<file path="src/rtl/pwm_pkg.sv">
// rtl/pwm_pkg.sv - shared duty width, step limit and gamma curve (gamma compiled only with PWM_GAMMA_EN)
package pwm_pkg;

  localparam int         DUTY_W   = 8;
  localparam logic [7:0] STEP_TOP = 8'd254;

`ifdef PWM_GAMMA_EN
  // Squared perceptual curve; full scale is pinned so duty 255 stays continuously on.
  function automatic logic [7:0] gamma8(input logic [7:0] d);
    logic [15:0] prod;
    prod = 16'(d) * 16'(d);
    return (d == 8'd255) ? 8'd255 : prod[15:8];
  endfunction
`endif

endpackage

</file>
<file path="src/rtl/pwm_led_driver_if.sv">
// rtl/pwm_led_driver_if.sv - duty request / PWM status bundle between ramp generator and LED driver
interface pwm_led_driver_if;
  import pwm_pkg::*;

  logic [DUTY_W-1:0] duty_in;
  logic              duty_load;
  logic              pwm_out;
  logic              period_start;
  logic [DUTY_W-1:0] duty_active;

  modport master (
    output duty_in,
    output duty_load,
    input  pwm_out,
    input  period_start,
    input  duty_active
  );

  modport slave (
    input  duty_in,
    input  duty_load,
    output pwm_out,
    output period_start,
    output duty_active
  );

endinterface

</file>
<file path="src/rtl/pwm_prescaler.sv">
// rtl/pwm_prescaler.sv - free-running divider producing a 1-clk tick every PRESCALE clocks
module pwm_prescaler #(
  parameter int PRESCALE = 195,
  parameter int PS_W     = 8
) (
  input  logic clk,
  input  logic rst,
  output logic tick
);

  localparam logic [PS_W-1:0] PS_LAST = PS_W'(PRESCALE - 1);

  logic [PS_W-1:0] ps_cnt_q;
  logic [PS_W-1:0] ps_cnt_d;

  // With PRESCALE=1 the counter sits at 0 and tick stays high every cycle.
  assign tick = (ps_cnt_q == PS_LAST);

  // Count 0..PRESCALE-1 and wrap on the tick cycle.
  always_comb begin
    ps_cnt_d = ps_cnt_q;
    if (tick) begin
      ps_cnt_d = '0;
    end else begin
      ps_cnt_d = ps_cnt_q + PS_W'(1);
    end
  end

  // Counter register.
  always_ff @(posedge clk or posedge rst) begin
    if (rst) begin
      ps_cnt_q <= '0;
    end else begin
      ps_cnt_q <= ps_cnt_d;
    end
  end

endmodule

</file>
<file path="src/rtl/pwm_led_driver.sv">
// rtl/pwm_led_driver.sv - double-buffered 255-step LED PWM; PWM_GAMMA_EN selects the gamma-corrected duty
module pwm_led_driver
  import pwm_pkg::*;
#(
  parameter int PRESCALE = 195,
  parameter int PS_W     = 8
) (
  input  logic               clk,
  input  logic               rst,
  pwm_led_driver_if.slave    bus
);

  logic              tick;
  logic              wrap;
  logic [DUTY_W-1:0] step_q,         step_d;
  logic [DUTY_W-1:0] shadow_q,       shadow_d;
  logic              pending_q,      pending_d;
  logic [DUTY_W-1:0] duty_active_q,  duty_active_d;
  logic              pwm_q,          pwm_d;
  logic              period_start_q, period_start_d;
  logic [DUTY_W-1:0] duty_in_f;
  logic [DUTY_W-1:0] shadow_f;

  pwm_prescaler #(
    .PRESCALE (PRESCALE),
    .PS_W     (PS_W)
  ) u_prescaler (
    .clk  (clk),
    .rst  (rst),
    .tick (tick)
  );

  // Last step of the period: the only point where a new duty may take effect.
  assign wrap = tick && (step_q == STEP_TOP);

`ifdef PWM_GAMMA_EN
  assign duty_in_f = gamma8(bus.duty_in);
  assign shadow_f  = gamma8(shadow_q);
`else
  assign duty_in_f = bus.duty_in;
  assign shadow_f  = shadow_q;
`endif

  // Step counter, shadow capture, period-boundary apply and output decode.
  always_comb begin
    step_d         = step_q;
    shadow_d       = shadow_q;
    pending_d      = pending_q;
    duty_active_d  = duty_active_q;
    pwm_d          = (step_q < duty_active_q);
    period_start_d = wrap;

    if (tick) begin
      step_d = wrap ? '0 : step_q + DUTY_W'(1);
    end

    // Last load before the boundary wins.
    if (bus.duty_load) begin
      shadow_d  = bus.duty_in;
      pending_d = 1'b1;
    end

    // A load landing in the wrap cycle bypasses the shadow so it is not delayed a whole period.
    if (wrap) begin
      pending_d = 1'b0;
      if (bus.duty_load) begin
        duty_active_d = duty_in_f;
      end else if (pending_q) begin
        duty_active_d = shadow_f;
      end
    end
  end

  // State and output registers; reset is asynchronous so the LED drops immediately.
  always_ff @(posedge clk or posedge rst) begin
    if (rst) begin
      step_q         <= '0;
      shadow_q       <= '0;
      pending_q      <= 1'b0;
      duty_active_q  <= '0;
      pwm_q          <= 1'b0;
      period_start_q <= 1'b0;
    end else begin
      step_q         <= step_d;
      shadow_q       <= shadow_d;
      pending_q      <= pending_d;
      duty_active_q  <= duty_active_d;
      pwm_q          <= pwm_d;
      period_start_q <= period_start_d;
    end
  end

  assign bus.pwm_out      = pwm_q;
  assign bus.period_start = period_start_q;
  assign bus.duty_active  = duty_active_q;

endmodule
</file>
<file path="src/flat_wrapper.sv">
// flat-port wrapper written by rule: the top's interface ports become plain ports
module pwm_led_driver_flat import pwm_pkg::*;
#(
  parameter int PRESCALE = 195,
  parameter int PS_W     = 8
)
  (clk, rst, bus_duty_in, bus_duty_load, bus_pwm_out, bus_period_start, bus_duty_active);
  pwm_led_driver_if bus_i ();
  input  logic clk;
  input  logic rst;
  input wire logic [$bits(bus_i.duty_in)-1:0] bus_duty_in;
  input wire logic [$bits(bus_i.duty_load)-1:0] bus_duty_load;
  output wire logic [$bits(bus_i.pwm_out)-1:0] bus_pwm_out;
  output wire logic [$bits(bus_i.period_start)-1:0] bus_period_start;
  output wire logic [$bits(bus_i.duty_active)-1:0] bus_duty_active;
  assign bus_i.duty_in = bus_duty_in;
  assign bus_i.duty_load = bus_duty_load;
  assign bus_pwm_out = bus_i.pwm_out;
  assign bus_period_start = bus_i.period_start;
  assign bus_duty_active = bus_i.duty_active;
  pwm_led_driver #(.PRESCALE(PRESCALE), .PS_W(PS_W)) u_core (.clk(clk), .rst(rst), .bus(bus_i));
endmodule
</file>
<file path="config.mk">
export PLATFORM = sky130hd
export DESIGN_NAME = pwm_led_driver_flat
export DESIGN_NICKNAME = d
export VERILOG_FILES = /design/src/rtl/pwm_pkg.sv /design/src/rtl/pwm_led_driver_if.sv /design/src/rtl/pwm_prescaler.sv /design/src/rtl/pwm_led_driver.sv /design/src/flat_wrapper.sv
export SDC_FILE = /design/constraint.sdc
export NUM_CORES = 1
export LEC_CHECK = 0
export CAP_MARGIN = 10
export CORE_MARGIN = 5
export CORE_UTILIZATION = 45
export CTS_CLUSTER_SIZE = 30
export DETAILED_ROUTE_END_ITERATION = 10
export MAX_ROUTING_LAYER = met4
export PLACE_DENSITY = 0.74
export SLEW_MARGIN = 20
export SYNTH_ARGS = -nofsm -noshare
export SYNTH_HDL_FRONTEND = slang
export SYNTH_SLANG_ARGS = --single-unit
</file>
<file path="constraint.sdc">
create_clock -name clk -period 2.5 [get_ports clk]
set_input_delay 0.625 -clock clk [delete_from_list [all_inputs] [get_ports clk]]
set_output_delay 0.625 -clock clk [all_outputs]
set_load 0.05 [all_outputs]
</file>
Word level (Yosys, flattened, before mapping)

Index checks and enable logic that the tools add are counted.

Bits in registers: 35
Bits of input ports: 11
Output and inout port bits: 10
Logic and storage cells: 22

Add/sub/neg operators: 2
Magnitude comparators: 1
Equal/unequal tests: 2
Muxes and demuxes: 6
Reduce and logical (&&, ||, !) cells: 4

Operators by type and width:

| kind                                                          | number |
|---|---|
| 8-bit 2-to-1 mux                                              | 4 |
| 8-bit by 1-bit adder with 8-bit output, second input constant | 2 |
| 8-bit equality test, second input constant                    | 2 |
| 8-bit < comparator                                            | 1 |
| 2-bit nonzero test                                            | 2 |
| 1-bit 2-to-1 mux                                              | 2 |
| 2-bit AND reduction                                           | 1 |
| 1-bit logical AND                                             | 1 |

Logic depth before layout (Yosys ltp)

Depth in word-level cells: 3
Depth in mapped cells: 7

Cells and area by module

Synthesis repeated with hierarchy kept, for this count alone.

Cells, all modules: 144
Area total of the unflattened synthesis: 1700.4 um^2

Modules (own cells, without submodules):

| module         | instances | cells an instance | area an instance (um^2) | seq. area each (um^2) |
|---|---|---|---|---|
| pwm_led_driver | 1         | 109               | 1310.0                  | 675.6 |
| pwm_prescaler  | 1         | 35                | 390.4                   | 200.2 |

Worst setup path before layout

No wires, ideal clock.

Kind: input-to-reg
From: input port bus_duty_load
To: register u_core.duty_active_q[0] (netlist: u_core.bus.duty_active[0])
Setup time: 125 ps
Data arrival time: 1608 ps
Path slack: 768 ps
Stages on the path: 4
Path buffers: 1
Cells stage by stage: clkbuf_1 > nor2_1 > nor2_4 > mux2_2

Cells in the longest elaborated chain, start to end: 2

Ends and longest elaborated chain:

| element                              | line                 | text |
|---|---|---|
| start, declared                      | flat_wrapper.sv:12   | `input wire logic [$bits(bus_i.duty_load)-1:0] bus_duty_load;` |
| 2-bit nonzero test (no source line)  | --                   |  |
| 2-bit AND reduction (no source line) | --                   |  |
| end signal, assigned                 | pwm_led_driver.sv:87 | `duty_active_q <= duty_active_d;` |
| end, declared                        | pwm_led_driver.sv:18 | `logic [DUTY_W-1:0] duty_active_q, duty_active_d;` |

Parallel ways exist; a longest one is shown, timed or not.
A chain may end at the register's enable or synchronous reset.

Worst setup path after layout

From: register u_core.duty_active_q[7] (netlist: u_core.bus.duty_active[7])
To: output port bus_duty_active[7]

RTL lines:

| element       | line               | text |
|---|---|---|
| end, declared | flat_wrapper.sv:15 | `output wire logic [$bits(bus_i.duty_active)-1:0] bus_duty_active;` |

No word-level cell between the ends.

==> impl_metrics.tcl <==
set metrics [dict create \
    crit_slowest_cell "clkdlybuf4s50_1" \
    grt-ovfl-total 0 \
    final_cells 218 \
    syn-num-nets 164 \
    dp_cells 210 \
    mostFrequentLayoutCells "35 x dfrtp_1, 20 x clkdlybuf4s50_1, 16 x mux2_2" \
    io_pins 21 \
    netlist_instances 142 \
    slew_violations 0 \
    worst_slack_ns 0.392 \
    drt.antenna.violating_nets 0 \
    place_area_sq_mm 0.00195 \
    finalCritPeriodShare_pct 84.3 \
    synth_area_sq_mm 0.00169 \
    wl_mm 3.01 \
    synth_seq_cells 35 \
    skew_ns 0.00683 \
    p_per_area_mw_per_mm2 587 \
    path_buf_inv 1 \
    worst_slew_pin_slew_ns 0.503 \
    diodes 0 \
    post-cts-setup-buffers 0 \
    root_buffer "clkbuf_8" \
    setup_tns_ns 0 \
    coreArea_sq_mm 0.00366 \
    route.detailed.drc 0 \
    portBuffers 20 \
    p_sw_uw 258 \
    cts_tree "built" \
    gp_congestion 0.793 \
    max_stage_delay_ns 0.82 \
    dp_slack_ns 0.374 \
    finalPower_mw 1.21 \
    drt_iter0_markers 40 \
    fp.dieW_um 71.2 \
    period_needed_ns 2.11 \
    path_class "reg -> out" \
    startpoint "u_core.bus.duty_active[7]" \
    synth_cell_type_count 31 \
    p_clk_share_pct 42.5 \
    synth_seq_area_share_pct 51.9 \
    final_common_cell "dfrtp_1" \
    power.leakage_nw 1.01 \
    status "finished clean" \
    max_freq_mhz 474 \
    critPathTopFamily "buffers and inverters" \
    end_kind "output port" \
    start_kind "flip-flop" \
    hold_viol_final 0 \
    pwr-share-seq_pct 48.9 \
    die_y_um 71.2 \
    clockBufferDepth 2 \
    utilization_pct 56.5 \
    dr.pass1.iters 4 \
    dp_hpwl_mm 2.33 \
    layout.nets 191 \
    via_count 1117 \
    power_frac_comb_pct 8.5 \
    max-cap-violations 0 \
    dieArea_sq_mm 0.00508 \
    cts_resized 0 \
    cts.sinks 35 \
    via_per_inst 5.12 \
    initial_core_util_pct 46.1 \
    stdcell_area_sq_mm 0.00207 \
    grt_pass1_wl_mm 5.66 \
    wire_per_inst_um 13.8 \
    syn-mean-instance-area_sq_um 11.9 \
    grt_pass1_vias 1274 \
    rsz0062_at_grt "no" \
    path_cells "clkdlybuf4s50_1" \
    area_delta_synth_final_pct 22.6 \
    cts_hold_buffers 0 \
    timing.hold.ws_ns 0.496 \
    grt_max_degree 36 \
    insertion_delay_ns 0.28 \
    grt_usage_pct 14.5 \
    intPower_uw 956 \
    numCtsBuffers 5 \
    arrival_ns 1.48 \
    holdCritStartpoint "u_core.shadow_f[7]" \
    hp-class "reg -> reg" \
    h-tree-depth 2 \
    crit_fanout 3 \
    finalSetupViolations 0 \
    drive_gt1_share_pct 20.0 \
    required_ns 1.88 \
    swShare_pct 21.2 \
    antenna_found_initial 0 \
    ys_warn_count 0 \
    reg2reg_from "u_core.u_prescaler.ps_cnt_q[0]" \
    ir_drop_mv 0.421 \
    ff2ff_setup_slack_ns 0.56 \
    clk_pin_slew_ns 0.07 \
    rows 22 \
    relSlewSlack_pct 66.4 \
]
==> routing by layer <==
metal | up-vias | track usage (%) | routed length [um]
met3 | 5 | 3.51 | 127
met4 | 0 | 5.64 | 48
met2 | 21 | 26.2 | 1630
met1 | 548 | 15.1 | 1200
met5 | - | - | 0
li1 | 543 | - | -
==> worst register-to-register path, stage by stage, from the launching register on <==
cell     delay [ns]
dfrtp_1        0.41
inv_1          0.07
ha_1           0.15
nor3b_4        0.38
nand4_4        0.19
nor2_4         0.25
mux2_2         0.38
==> power by group through the flow <==
stage,Clock (mW),Combinational (mW),Sequential (mW)
2_1_floorplan,0,0.0392,0.627
4_1_cts,0.525,0.106,0.594
3_3_place_gp,0,0.102,0.604
3_5_place_dp,0,0.105,0.605
6_report,0.516,0.104,0.594
5_1_grt,0.564,0.113,0.596
==> final timing paths <==
check                                                  to  cells past startpoint
max reg2reg                     u_core.bus.duty_active[0]                      6
max in group asynchronous              u_core.bus.pwm_out                      3
min reg2reg                            u_core.shadow_f[7]                      1
min                                    u_core.shadow_f[7]                      1
min in group asynchronous  u_core.u_prescaler.ps_cnt_q[0]                      3
max                                    bus_duty_active[7]                      1
==> sequential cells by signal, indices dropped and copies added, names as in the netlist <==
signal / cells
u_core.bus.duty_active: 8
u_core.bus.period_start: 1
u_core.bus.pwm_out: 1
u_core.pending_q: 1
u_core.shadow_f: 8
u_core.step_q: 8
u_core.u_prescaler.ps_cnt_q: 8
==> kinds of logic (layout without fill, tap and decap cells) <==
logic type | after synthesis | count (layout) | synth area share, %
compound gates | 13 | 13 | 5.11
buf+inv | 15 | 43 | 3.56
mux | 17 | 17 | 11.3
flops | 35 | 35 | 51.9
xor+xnor | 8 | 8 | 4.15
simple gates | 43 | 43 | 15.9
fa+ha+maj | 11 | 11 | 8.15
==> cell type report <==
class                      instances  area, sq um
clock buffer                       6         82.6
clock inverter                     2         35.0
fill                             319         1590
inverter                          13         48.8
multi-input combinational         92          752
sequential                        35          876
tap                               48         60.1
timing repair buffer              22          215
==> synth_stat cells (all sizes together) <==
cell type	number	share of area, %
and4	1	0.52
and3	4	1.6
clkbuf	1	0.22
a211oi	1	0.44
o211ai	1	0.44
inv	13	2.9
buf	1	0.44
nor2	11	2.9
mux2	16	11
nand3	8	2.4
nand4	4	2.4
nor3b	1	1.1
xor2	5	2.6
o31a	2	1.1
dfrtp	35	52
a21oi	1	0.30
nand2b	2	0.74
nand2	9	2.4
mux2i	1	0.59
ha	11	8.2
a21o	3	1.3
or4	1	0.44
o21ai	5	1.5
and4bb	1	0.96
xnor2	3	1.6
and2	1	0.44
Note: power is estimated with default switching activity, not from simulation.
